$ cat config.mk
export PLATFORM = sky130hd
export DESIGN_NAME = fetch_controller
export DESIGN_NICKNAME = d
export VERILOG_FILES = /design/src/rtl/fetch_controller.sv
export SDC_FILE = /design/constraint.sdc
export NUM_CORES = 1
export LEC_CHECK = 0
export CAP_MARGIN = 20
export CORE_UTILIZATION = 30
export DETAILED_ROUTE_END_ITERATION = 8
export PLACE_DENSITY = 0.61
export SYNTH_ARGS = -nofsm -noshare
export SYNTH_HDL_FRONTEND = slang
export SYNTH_SLANG_ARGS = --single-unit
$ cat constraint.sdc
create_clock -name clock -period 4.3 [get_ports clock]
set_clock_uncertainty 0.1 [all_clocks]
set_input_delay 0.86 -clock clock [delete_from_list [all_inputs] [get_ports clock]]
set_output_delay 0.86 -clock clock [all_outputs]
set_load 0.005 [all_outputs]
$ cat src/rtl/fetch_controller.sv
// rtl/fetch_controller.sv - instruction fetch sequencer for the NanoRisc core
//
// Owns the program counter, drives the instruction-memory address, captures
// the returned byte and presents it to decode over a valid/ready handshake.
// Handles branch redirects, HALT/program-end detection and a saturating
// retired-instruction count.
//
// Ports:
//   clock           system clock, all state changes on posedge
//   reset           synchronous active-low reset
//   inEnable        fetch permission (low pauses new fetches)
//   inData          instruction byte returned by memory one cycle after outAddress
//   outAddress      fetch address (always equal to the pc)
//   outInstruction  captured instruction presented to decode
//   outPc           address of outInstruction
//   outValid        outInstruction valid
//   inReady         decode accepts outInstruction this cycle
//   inBranch        redirect request
//   inBranchTarget  redirect address
//   outHalted       fetching stopped by HALT or program end
//   outRetired      saturating count of accepted instructions
module fetch_controller #(
    parameter int unsigned                ADDR_WIDTH  = 8,
    parameter int unsigned                DATA_WIDTH  = 8,
    parameter logic [ADDR_WIDTH-1:0]      START_ADDR  = '0,
    parameter logic [ADDR_WIDTH-1:0]      LAST_ADDR   = 18,
    parameter logic [DATA_WIDTH-1:0]      HALT_OPCODE = 8'hFF
) (
    input  logic                  clock,
    input  logic                  reset,
    input  logic                  inEnable,
    input  logic [DATA_WIDTH-1:0] inData,
    output logic [ADDR_WIDTH-1:0] outAddress,
    output logic [DATA_WIDTH-1:0] outInstruction,
    output logic [ADDR_WIDTH-1:0] outPc,
    output logic                  outValid,
    input  logic                  inReady,
    input  logic                  inBranch,
    input  logic [ADDR_WIDTH-1:0] inBranchTarget,
    output logic                  outHalted,
    output logic [15:0]           outRetired
);

    localparam logic [1:0] ST_IDLE   = 2'd0;
    localparam logic [1:0] ST_FETCH  = 2'd1;
    localparam logic [1:0] ST_ISSUE  = 2'd2;
    localparam logic [1:0] ST_HALTED = 2'd3;

    logic [1:0]            state_q,   state_d;
    logic [ADDR_WIDTH-1:0] pc_q,      pc_d;
    logic [DATA_WIDTH-1:0] instr_q,   instr_d;
    logic [ADDR_WIDTH-1:0] out_pc_q,  out_pc_d;
    logic [15:0]           retired_q, retired_d;

    always_comb begin
        state_d   = state_q;
        pc_d      = pc_q;
        instr_d   = instr_q;
        out_pc_d  = out_pc_q;
        retired_d = retired_q;
        case (state_q)
            ST_IDLE: begin
                if (inEnable) begin
                    state_d = ST_FETCH;
                end
            end
            ST_FETCH: begin
                // A redirect wins over the byte arriving this cycle: that
                // byte belongs to the old pc and is dropped.
                if (inBranch) begin
                    pc_d = inBranchTarget;
                end else if (inEnable) begin
                    instr_d  = inData;
                    out_pc_d = pc_q;
                    state_d  = ST_ISSUE;
                end
            end
            ST_ISSUE: begin
                if (inReady) begin
                    if (retired_q != 16'hFFFF) begin
                        retired_d = retired_q + 16'd1;
                    end
                    // HALT takes priority over a same-cycle branch; program
                    // end only applies when the flow is sequential.
                    if (instr_q == HALT_OPCODE) begin
                        state_d = ST_HALTED;
                    end else if (inBranch) begin
                        pc_d    = inBranchTarget;
                        state_d = ST_FETCH;
                    end else if (out_pc_q == LAST_ADDR) begin
                        state_d = ST_HALTED;
                    end else begin
                        pc_d    = out_pc_q + 1'b1;
                        state_d = ST_FETCH;
                    end
                end
            end
            default: begin
                state_d = ST_HALTED;
            end
        endcase
    end

    always_ff @(posedge clock) begin
        if (!reset) begin
            state_q   <= ST_IDLE;
            pc_q      <= START_ADDR;
            instr_q   <= '0;
            out_pc_q  <= '0;
            retired_q <= '0;
        end else begin
            state_q   <= state_d;
            pc_q      <= pc_d;
            instr_q   <= instr_d;
            out_pc_q  <= out_pc_d;
            retired_q <= retired_d;
        end
    end

    assign outAddress     = pc_q;
    assign outInstruction = instr_q;
    assign outPc          = out_pc_q;
    assign outValid       = (state_q == ST_ISSUE);
    assign outHalted      = (state_q == ST_HALTED);
    assign outRetired     = retired_q;

endmodule
Yosys cells after proc, flatten, opt, wreduce, memory -nomap -nowiden --
Cells that the tools add are included.
Operators by class: $add $sub $neg 2, equal/unequal tests 13, mux-type cells 14, bitwise gates (word level) 1, reduce and logical (&&, ||, !) cells 6
Operators by type and width (number):
- $mux 8 | 5
- $add 16x1->16 const B | 1
- $ne 16x16->1 const B | 1
- $pmux 8 s2 | 1
- $mux 2 | 7
- $ne 2x2->1 const B | 5
- $add 8x1->8 const B | 1
- $eq 8x5->1 const B | 1
- $eq 8x8->1 const B | 1
- $pmux 2 s3 | 1
- $reduce_and 3->1 | 2
- $reduce_and 5->1 | 1
- $eq 2x2->1 const B | 2
- $reduce_and 4->1 | 1
- $ne 3x3->1 const B | 1
- $eq 2x1->1 const B | 1
- $logic_not 2->1 | 1
- $ne 2x1->1 const B | 1
- $reduce_bool 2->1 | 1
- $not 1->1 | 1
Storage, ports and cells: register bits 42, input port bits 21, word-level logic and storage cells 41

Longest topological paths before layout --
Gate-level depths: netlist of the first run.
word-level depth 6, depth in mapped cells 8, gate-level depth less buffers 6

Least setup slack after synthesis of the first run --
OpenSTA, ideal clock, no wires.
kind in2reg, start in inBranch, end reg instr_q[0], in the netlist outInstruction[0], arrival time 1746 ps, path slack 2322 ps, cell stages on the path 6, path buffers 2, path through nand2b_1 -> or2_2 -> clkbuf_1 -> clkbuf_1 -> nand2_1 -> a21oi_1
On the way: cells in the longest elaborated chain, start to end 2
RTL lines:
- start: declaration | RTL line 38 | input logic inBranch,
- $not 1->1 (no source line)
- $reduce_and 3->1 (no source line)
- end signal: assignment | RTL line 114 | instr_q <= instr_d;
- end: declaration | RTL line 51 | logic [DATA_WIDTH-1:0] instr_q, instr_d;
No other way between the ends. A chain may end at the register's enable or synchronous reset.

Worst setup path in the final report of the first run --
start reg state_q[0], end out outValid
On the way: cells in the longest elaborated chain, start to end 1
RTL lines:
- start: declaration | RTL line 49 | logic [1:0] state_q, state_d;
- start signal: assignment | RTL line 112 | state_q <= state_d;
- $eq 2x2->1 | RTL line 123 | assign outValid = (state_q == ST_ISSUE);
- end: declaration | RTL line 36 | output logic outValid,
No other way between the ends.

==> results.toml, run 1 <==
[drt]
routed_wl_mm = 5.68
dr_wl_met3_um = 345
avgRoutedWirePerCell_um = 13.5
num_vias = 2120
top_layer = "met4"
viasPerCell = 5.02
wl_met2_mm = 2.47
drtAntennaViolNets = 0
met1_length_mm = 2.79
drtIter0Drc = 88
route.detailed.drc = 0
drtPass1Iterations = 5

[cts]
clk_path_buf_depth = 2
cts_root_buffer = "clkbuf_8"
cts.sinks = 42
hold_buffers = 0
cts_setup_buffers = 0
cts_made_buffers = 5
clk_pin_slew_ns = 0.09
cts-resized-gates = 0
cts_tree = "done"
cts.htree.levels = 2
clkLatencyLatePin_ns = 0.30

[power_and_ir_drop]
clockPowerShare_pct = 29.6
p_per_area_mw_per_mm2 = 353
pwr-share-seq_pct = 43.9
ir_drop_uv = 159
p_int_mw = 0.759
swShare_pct = 28.6
total_power_mw = 1.06
power_frac_comb_pct = 26.5
p_sw_mw = 0.304
leakage_nw = 1.02

[setup_path]
worstPathArrival_ns = 1.66
cp_max_fo = 9
end_kind = "primary output"
crit_required_ns = 3.34
reg2regPathDepth = 6
start_kind = "flop"
critPathKind = "reg2out"

[synth]
synth_fp_nets = 296
avgSynthCellArea_sq_um = 8.26
synth.cell_area_sq_mm = 0.00221
seq_area_frac_synth_pct = 38.0
synthCells = 268
yosys-top-cells-area = "dfxtp_1, nand2_1, mux2i_1, a21oi_1, ha_1"
yosys.area.top_type = "dfxtp_1"
async_flop_share_pct = 0
synth_edf_count = 0
ys_seq_elements = 42
ys_dominant_reg_cell = "dfxtp_1"
ys_top_cells_by_count = "nand2_1, dfxtp_1, a21oi_1"
synth_most_common_cell = "nand2_1"
synth_warnings = 0
ys_types = 43
synth_top_area_share_pct = 38.0

[min_path]
min_path_type = "reg2reg"
hold_depth = 2

[floorplan]
core_area_sq_mm = 0.00694
num_rows = 30
io_pins = 63
dieHeight_um = 87.9
start_util_pct = 31.9
dieArea_sq_mm = 0.00773
die-width_um = 87.9

[global_route]
grt_max_degree = 37
track_usage_pct = 15.2
grt_pass1_wl_mm = 9.09
grt_pass1_vias = 1897
overflow = 0
antenna_found_initial = 0

[finish]
layout-drive-gt1-share_pct = 5.21
final_nets = 353
n_fill_cell = 693
area_growth_pct = 36.2
num_antenna_cells = 0

[sta]
rsz0062_at_grt = "false"
tightest_slew_ns = 1.09
setup_viol = 0
fin_crit_sh_pct = 61.0
fmax_mhz = 381
slew_headroom_pct = 26.8
setup-tns-final_ns = 0
period_needed_ns = 2.62
hold_viol = 0
finalMaxSlewViolations = 0

[job]
max_cap_viol_count = 0

[place]
portBuffers = 62
dpl.hpwl_mm = 3.98
gp_congestion = 0.787

[outcome]
status = "completed"
-- area by class of cell --
cell class	count	area [sq um]	area share, %
flip-flops and latches	42	841	27.9
inverters	10	37.5	1.25
repair buffers	64	636	21.1
multi-input cells	202	1270	42.3
well taps	96	120	3.99
clock inverters	1	30.0	0.996
clock buffers	7	76.3	2.53
-- power groups by stage --
stage	Combinational (mW)	Sequential, mW	Clock (mW)
after floorplan	0.155	0.470	0
after global placement	0.279	0.475	0
after detailed placement	0.282	0.476	0
after CTS	0.284	0.467	0.324
after global routing	0.312	0.473	0.338
final	0.281	0.467	0.315
-- cells by family after synthesis --
kind of cell               after synthesis  share of synthesized area [%]
and+or+nand+nor                        119                           28.7
AOI/OAI and AO/OA                       59                           17.4
DFF                                     42                           38.0
buffers and inverters                   24                           4.47
muxes                                   14                           6.33
adders and majority gates                7                           3.96
xor gates and xnor gates                 3                           1.19
-- cells in the final DEF (no fill, tap or decap), drive strengths merged, types with 2 or more instances in the layout --
master	netlist	layout
nand4	10	10
a21boi	2	2
o31ai	6	6
xnor2	3	3
inv	10	10
nand2b	8	8
or4	5	5
ha	7	7
o21a	4	4
and4	4	4
nand3	12	12
a211o	3	3
mux2i	14	14
a211oi	2	2
o311ai	2	2
clkbuf	11	7
and2	5	5
dfxtp	42	42
o2111ai	3	3
nor2	5	5
clkdlybuf4s50	0	62
o211ai	2	2
buf	3	2
o21ai	7	7
o41ai	2	2
nand2	55	55
a21oi	24	24
or3	3	3
and3	4	4
-- final timing paths --
check        slack, ns       endpoint          start
min               0.38       outPc[3]  outAddress[3]
max               1.68       outValid     state_q[0]
min reg2reg       0.38       outPc[3]  outAddress[3]
max reg2reg       1.96  outAddress[6]     state_q[0]
-- per-layer routing --
layer  up-vias  track usage (%)
met5         -                0
met1       963             19.6
met3         7             3.86
li1       1079                -
met2        71             24.5
met4         0             5.51
-- critical path, cell delays in order (launching register included) --
cell and delay [ns]:
dfxtp_1 0.35, inv_1 0.09, ha_1 0.36, clkdlybuf4s50_1 0.57
-- flip-flops by register name, summed over array words and instances (netlist names) --
name	flops
outPc	8
outAddress	8
outRetired	16
state_q	2
outInstruction	8
-- stage by stage --
| stage | worst slack (ns) | cells | hold slack, ns | utilization [%] | area (sq um) |
|---|---|---|---|---|---|
| CTS | 1.68 | 422 | 0.373 | 43.4 | 3010 |
| detailed placement | 1.46 | 414 | 0.367 | 41.9 | 2910 |
| finish | 1.68 | 422 | 0.376 | 43.4 | 3010 |
| global route | 1.58 | 422 | 0.388 | 43.4 | 3010 |
| floorplan | 2.32 | 268 | 0.361 | - | 2210 |
| global placement | 1.52 | 414 | 0.360 | 41.9 | 2910 |
Note: power is estimated with default switching activity, not from simulation.
==> run 2, diff against run 1 <==
clock period = 2.46 ns   (was 4.3 ns; I/O delays follow)
==> results.toml, run 2 (synthesized netlist as in run 1, its figures left out) <==
[cts]
cts-resized-gates = 0
cts_tree = "done"
hold_buffers = 0
clkLatencyLatePin_ns = 0.30
cts.sinks = 42
cts_made_buffers = 5
cts.htree.levels = 2
clk_path_buf_depth = 2
cts_root_buffer = "clkbuf_8"
cts_setup_buffers = 0
clk_pin_slew_ns = 0.08

[setup_path]
crit_required_ns = 1.87
end_kind = "primary output"
slowest_stage = "clkdlybuf4s50_1"
reg2regPathDepth = 6
start_kind = "flop"
critPathKind = "reg2out"
path_cells = "inv_1 > ha_1 > clkdlybuf4s50_1"
worstPathArrival_ns = 1.64
cp_max_fo = 9
slowest_delay_ns = 0.57

[sta]
tightest_slew_ns = 0.834
fin_crit_sh_pct = 90.6
setup_viol = 0
fmax_mhz = 449
period_needed_ns = 2.23
setup-tns-final_ns = 0
holdWs_ns = 0.377
rsz0062_at_grt = "false"
timing.final.ws_setup_ns = 0.231
slew_headroom_pct = 44.3
hold_viol = 0
finalMaxSlewViolations = 0

[global_route]
antenna_found_initial = 0
grt_max_degree = 36
track_usage_pct = 16.3
grt_pass1_vias = 2051
grt_pass1_wl_mm = 9.74
overflow = 0

[place]
dp.cells = 416
portBuffers = 62
dpl.hpwl_mm = 4.06
placedInstanceArea_sq_mm = 0.00292
place_ws_ns = 0.257
gp_congestion = 0.828

[drt]
avgRoutedWirePerCell_um = 13.8
drtIter0Drc = 83
drtAntennaViolNets = 0
route.detailed.drc = 0
drtPass1Iterations = 4
viasPerCell = 4.99
routed_wl_mm = 5.85
num_vias = 2115

[outcome]
status = "completed"

[floorplan]
core_area_sq_mm = 0.00694
dieHeight_um = 87.9
num_rows = 30
dieArea_sq_mm = 0.00773
die-width_um = 87.9
start_util_pct = 31.9
io_pins = 63

[power_and_ir_drop]
p_int_mw = 1.25
clockPowerShare_pct = 26.5
total_power_mw = 1.79
leakage_nw = 1.03
pwr-share-seq_pct = 45.6
power_frac_comb_pct = 27.9
swShare_pct = 29.9
p_sw_mw = 0.534
ir_drop_uv = 212
p_per_area_mw_per_mm2 = 592

[finish]
final_common_cell = "clkdlybuf4s50_1"
largest_reg_flops = 16
fin_util_pct = 43.4
final_nets = 355
layout-drive-gt1-share_pct = 6.10
area_growth_pct = 36.2
postLayoutCellArea_sq_mm = 0.00301
final_cell_mix = "clkdlybuf4s50_1, nand2_1, dfxtp_1"
stdcell_count = 424
num_antenna_cells = 0

[job]
max_cap_viol_count = 0

[min_path]
hold_depth = 2
min_path_type = "reg2reg"
run 2: path summary, 6_finish.rpt:
kind / to / startpoint / slack [ns]
setup / recovery: outValid / state_q[0] / 0.23
hold reg to reg: outPc[7] / outAddress[7] / 0.38
hold / removal: outPc[7] / outAddress[7] / 0.38
setup reg to reg: outRetired[14] / state_q[0] / 0.45
run 2: per-layer routing:
metal | up-vias | wire (um) | share of wire [%] | global-route usage (%)
met5 | - | 0 | 0 | 0
met4 | 0 | 82 | 1.4 | 6.86
met1 | 969 | 2800 | 48 | 20.7
li1 | 1082 | - | - | -
met3 | 7 | 342 | 5.8 | 3.77
met2 | 57 | 2620 | 45 | 26.4
run 2: power by group through the flow:
stage | registers [mW] | logic [mW] | clock network [mW]
3_3_place_gp | 0.829 | 0.495 | 0
3_5_place_dp | 0.830 | 0.501 | 0
4_1_cts | 0.814 | 0.504 | 0.488
6_report | 0.814 | 0.499 | 0.472
5_1_grt | 0.826 | 0.553 | 0.511
2_1_floorplan | 0.822 | 0.271 | 0
run 2: worst max-delay path: cells and delay by family (launching register included):
kind | cells | cell delay [ns]
buffers and inverters | 2 | 0.66
adder cells (fa/ha/maj) | 1 | 0.34
flip-flops | 1 | 0.35
run 2: area by class of cell:
type	instances	area [sq um]
clock inverter	1	5.00
fill	693	3930
timing repair buffer	66	651
multi-input combinational	202	1270
inverter	10	37.5
clock buffer	7	86.3
sequential	42	841
tap	96	120
==> run 3, diff against run 2 <==
CORE_MARGIN = 10   (was not set)
==> results.toml, run 3 (synthesized netlist as in run 1, its figures left out) <==
[outcome]
status = "completed"

[drt]
viasPerCell = 4.96
num_vias = 2119
drtPass1Iterations = 4
drtIter0Drc = 96
avgRoutedWirePerCell_um = 14.5
drtAntennaViolNets = 0
route.detailed.drc = 0
routed_wl_mm = 6.21

[place]
gp_congestion = 0.802
dpl.hpwl_mm = 4.62
dp.cells = 419
place_ws_ns = 0.234
portBuffers = 62

[min_path]
min_path_type = "reg2reg"

[global_route]
grt_max_degree = 36
grt_pass1_vias = 2146
grt_pass1_wl_mm = 10.4
overflow = 0
track_usage_pct = 11.1
antenna_found_initial = 0

[finish]
final_cell_mix = "clkdlybuf4s50_1, nand2_1, dfxtp_1"
n_fill_cell = 766
final_nets = 355
layout-drive-gt1-share_pct = 6.40
num_antenna_cells = 0
final_common_cell = "clkdlybuf4s50_1"
stdcell_count = 427
area_growth_pct = 36.3
largest_reg_flops = 16

[setup_path]
worstPathArrival_ns = 1.65
end_kind = "primary output"
start_kind = "flop"
rrSetupSlack_ns = 0.47
cp_max_fo = 9
crit_required_ns = 1.87
critPathKind = "reg2out"

[floorplan]
die-width_um = 106
io_pins = 63
core_area_sq_mm = 0.00721
dieHeight_um = 106
num_rows = 31
start_util_pct = 30.7
dieArea_sq_mm = 0.0112

[sta]
finalMaxSlewViolations = 0
hold_viol = 0
fin_crit_sh_pct = 91.2
setup_viol = 0
tightest_slew_ns = 0.823
slew_headroom_pct = 45.0
period_needed_ns = 2.24
rsz0062_at_grt = "false"
fmax_mhz = 446
setup-tns-final_ns = 0
timing.final.ws_setup_ns = 0.216

[power_and_ir_drop]
leakage_nw = 1.02
total_power_mw = 1.77
p_per_area_mw_per_mm2 = 588
ir_drop_uv = 333

[cts]
cts_root_buffer = "clkbuf_8"
hold_buffers = 0
cts_tree = "done"
cts_made_buffers = 5
clk_pin_slew_ns = 0.09
clk_path_buf_depth = 2
cts.htree.levels = 2
cts-resized-gates = 0
cts_setup_buffers = 0
cts.sinks = 42
clkLatencyLatePin_ns = 0.30

[job]
max_cap_viol_count = 0
run 3: changes by cell type in the layout (fill, tap and decap cells not counted):
cell,change
clkbuf_1,-1
clkbuf_8,-1
clkinv_4,+1
clkinvlp_4,+1
run 3: power by group:
| group | switching (mW) | leakage, nW | internal, mW |
|---|---|---|---|
| logic | 0.224 | 0.638 | 0.275 |
| registers | 0.0659 | 0.340 | 0.750 |
| clock network | 0.259 | 0.0441 | 0.200 |
| total | 0.549 | 1.02 | 1.22 |
run 3: layout make-up:
type                            instances  area, sq um  area share (%)
Clock buffer                            5         68.8            2.28
Clock inverter                          3         21.3           0.705
Inverter                               10         37.5            1.24
Multi-Input combinational cell        202         1270            42.2
Sequential cell                        42          841            27.9
Tap cell                               99          124            4.11
Timing Repair Buffer                   66          651            21.6
run 3: critical path, stage by stage (launching register included):
cell and delay (ns):
dfxtp_1 0.35, inv_1 0.09, ha_1 0.35, clkdlybuf4s50_1 0.57
run 3: final timing paths:
path / from / endpoint / cells past startpoint
setup reg to reg: state_q[0] / outRetired[15] / 6
hold / removal: outInstruction[6] / outInstruction[6] / 2
hold reg to reg: outInstruction[6] / outInstruction[6] / 2
setup / recovery: state_q[0] / outValid / 3
run 3: layer usage:
layer,track usage (%),wire length (um),share of wire (%),up-vias
met4,2.71,61,0.98,0
met1,12.7,2820,45,980
met3,5.43,461,7.4,7
met2,18.2,2860,46,52
met5,0,0,0,-
li1,-,-,-,1080
run 3: stage by stage:
step / hold WS (ns) / util (%) / area (sq um)
3_3_place_gp: 0.361 / 40.6 / 2930
2_1_floorplan: 0.361 / - / 2210
3_5_place_dp: 0.366 / 40.6 / 2930
5_1_grt: 0.402 / 41.8 / 3020
4_1_cts: 0.382 / 41.8 / 3020
6_report: 0.377 / 41.8 / 3020
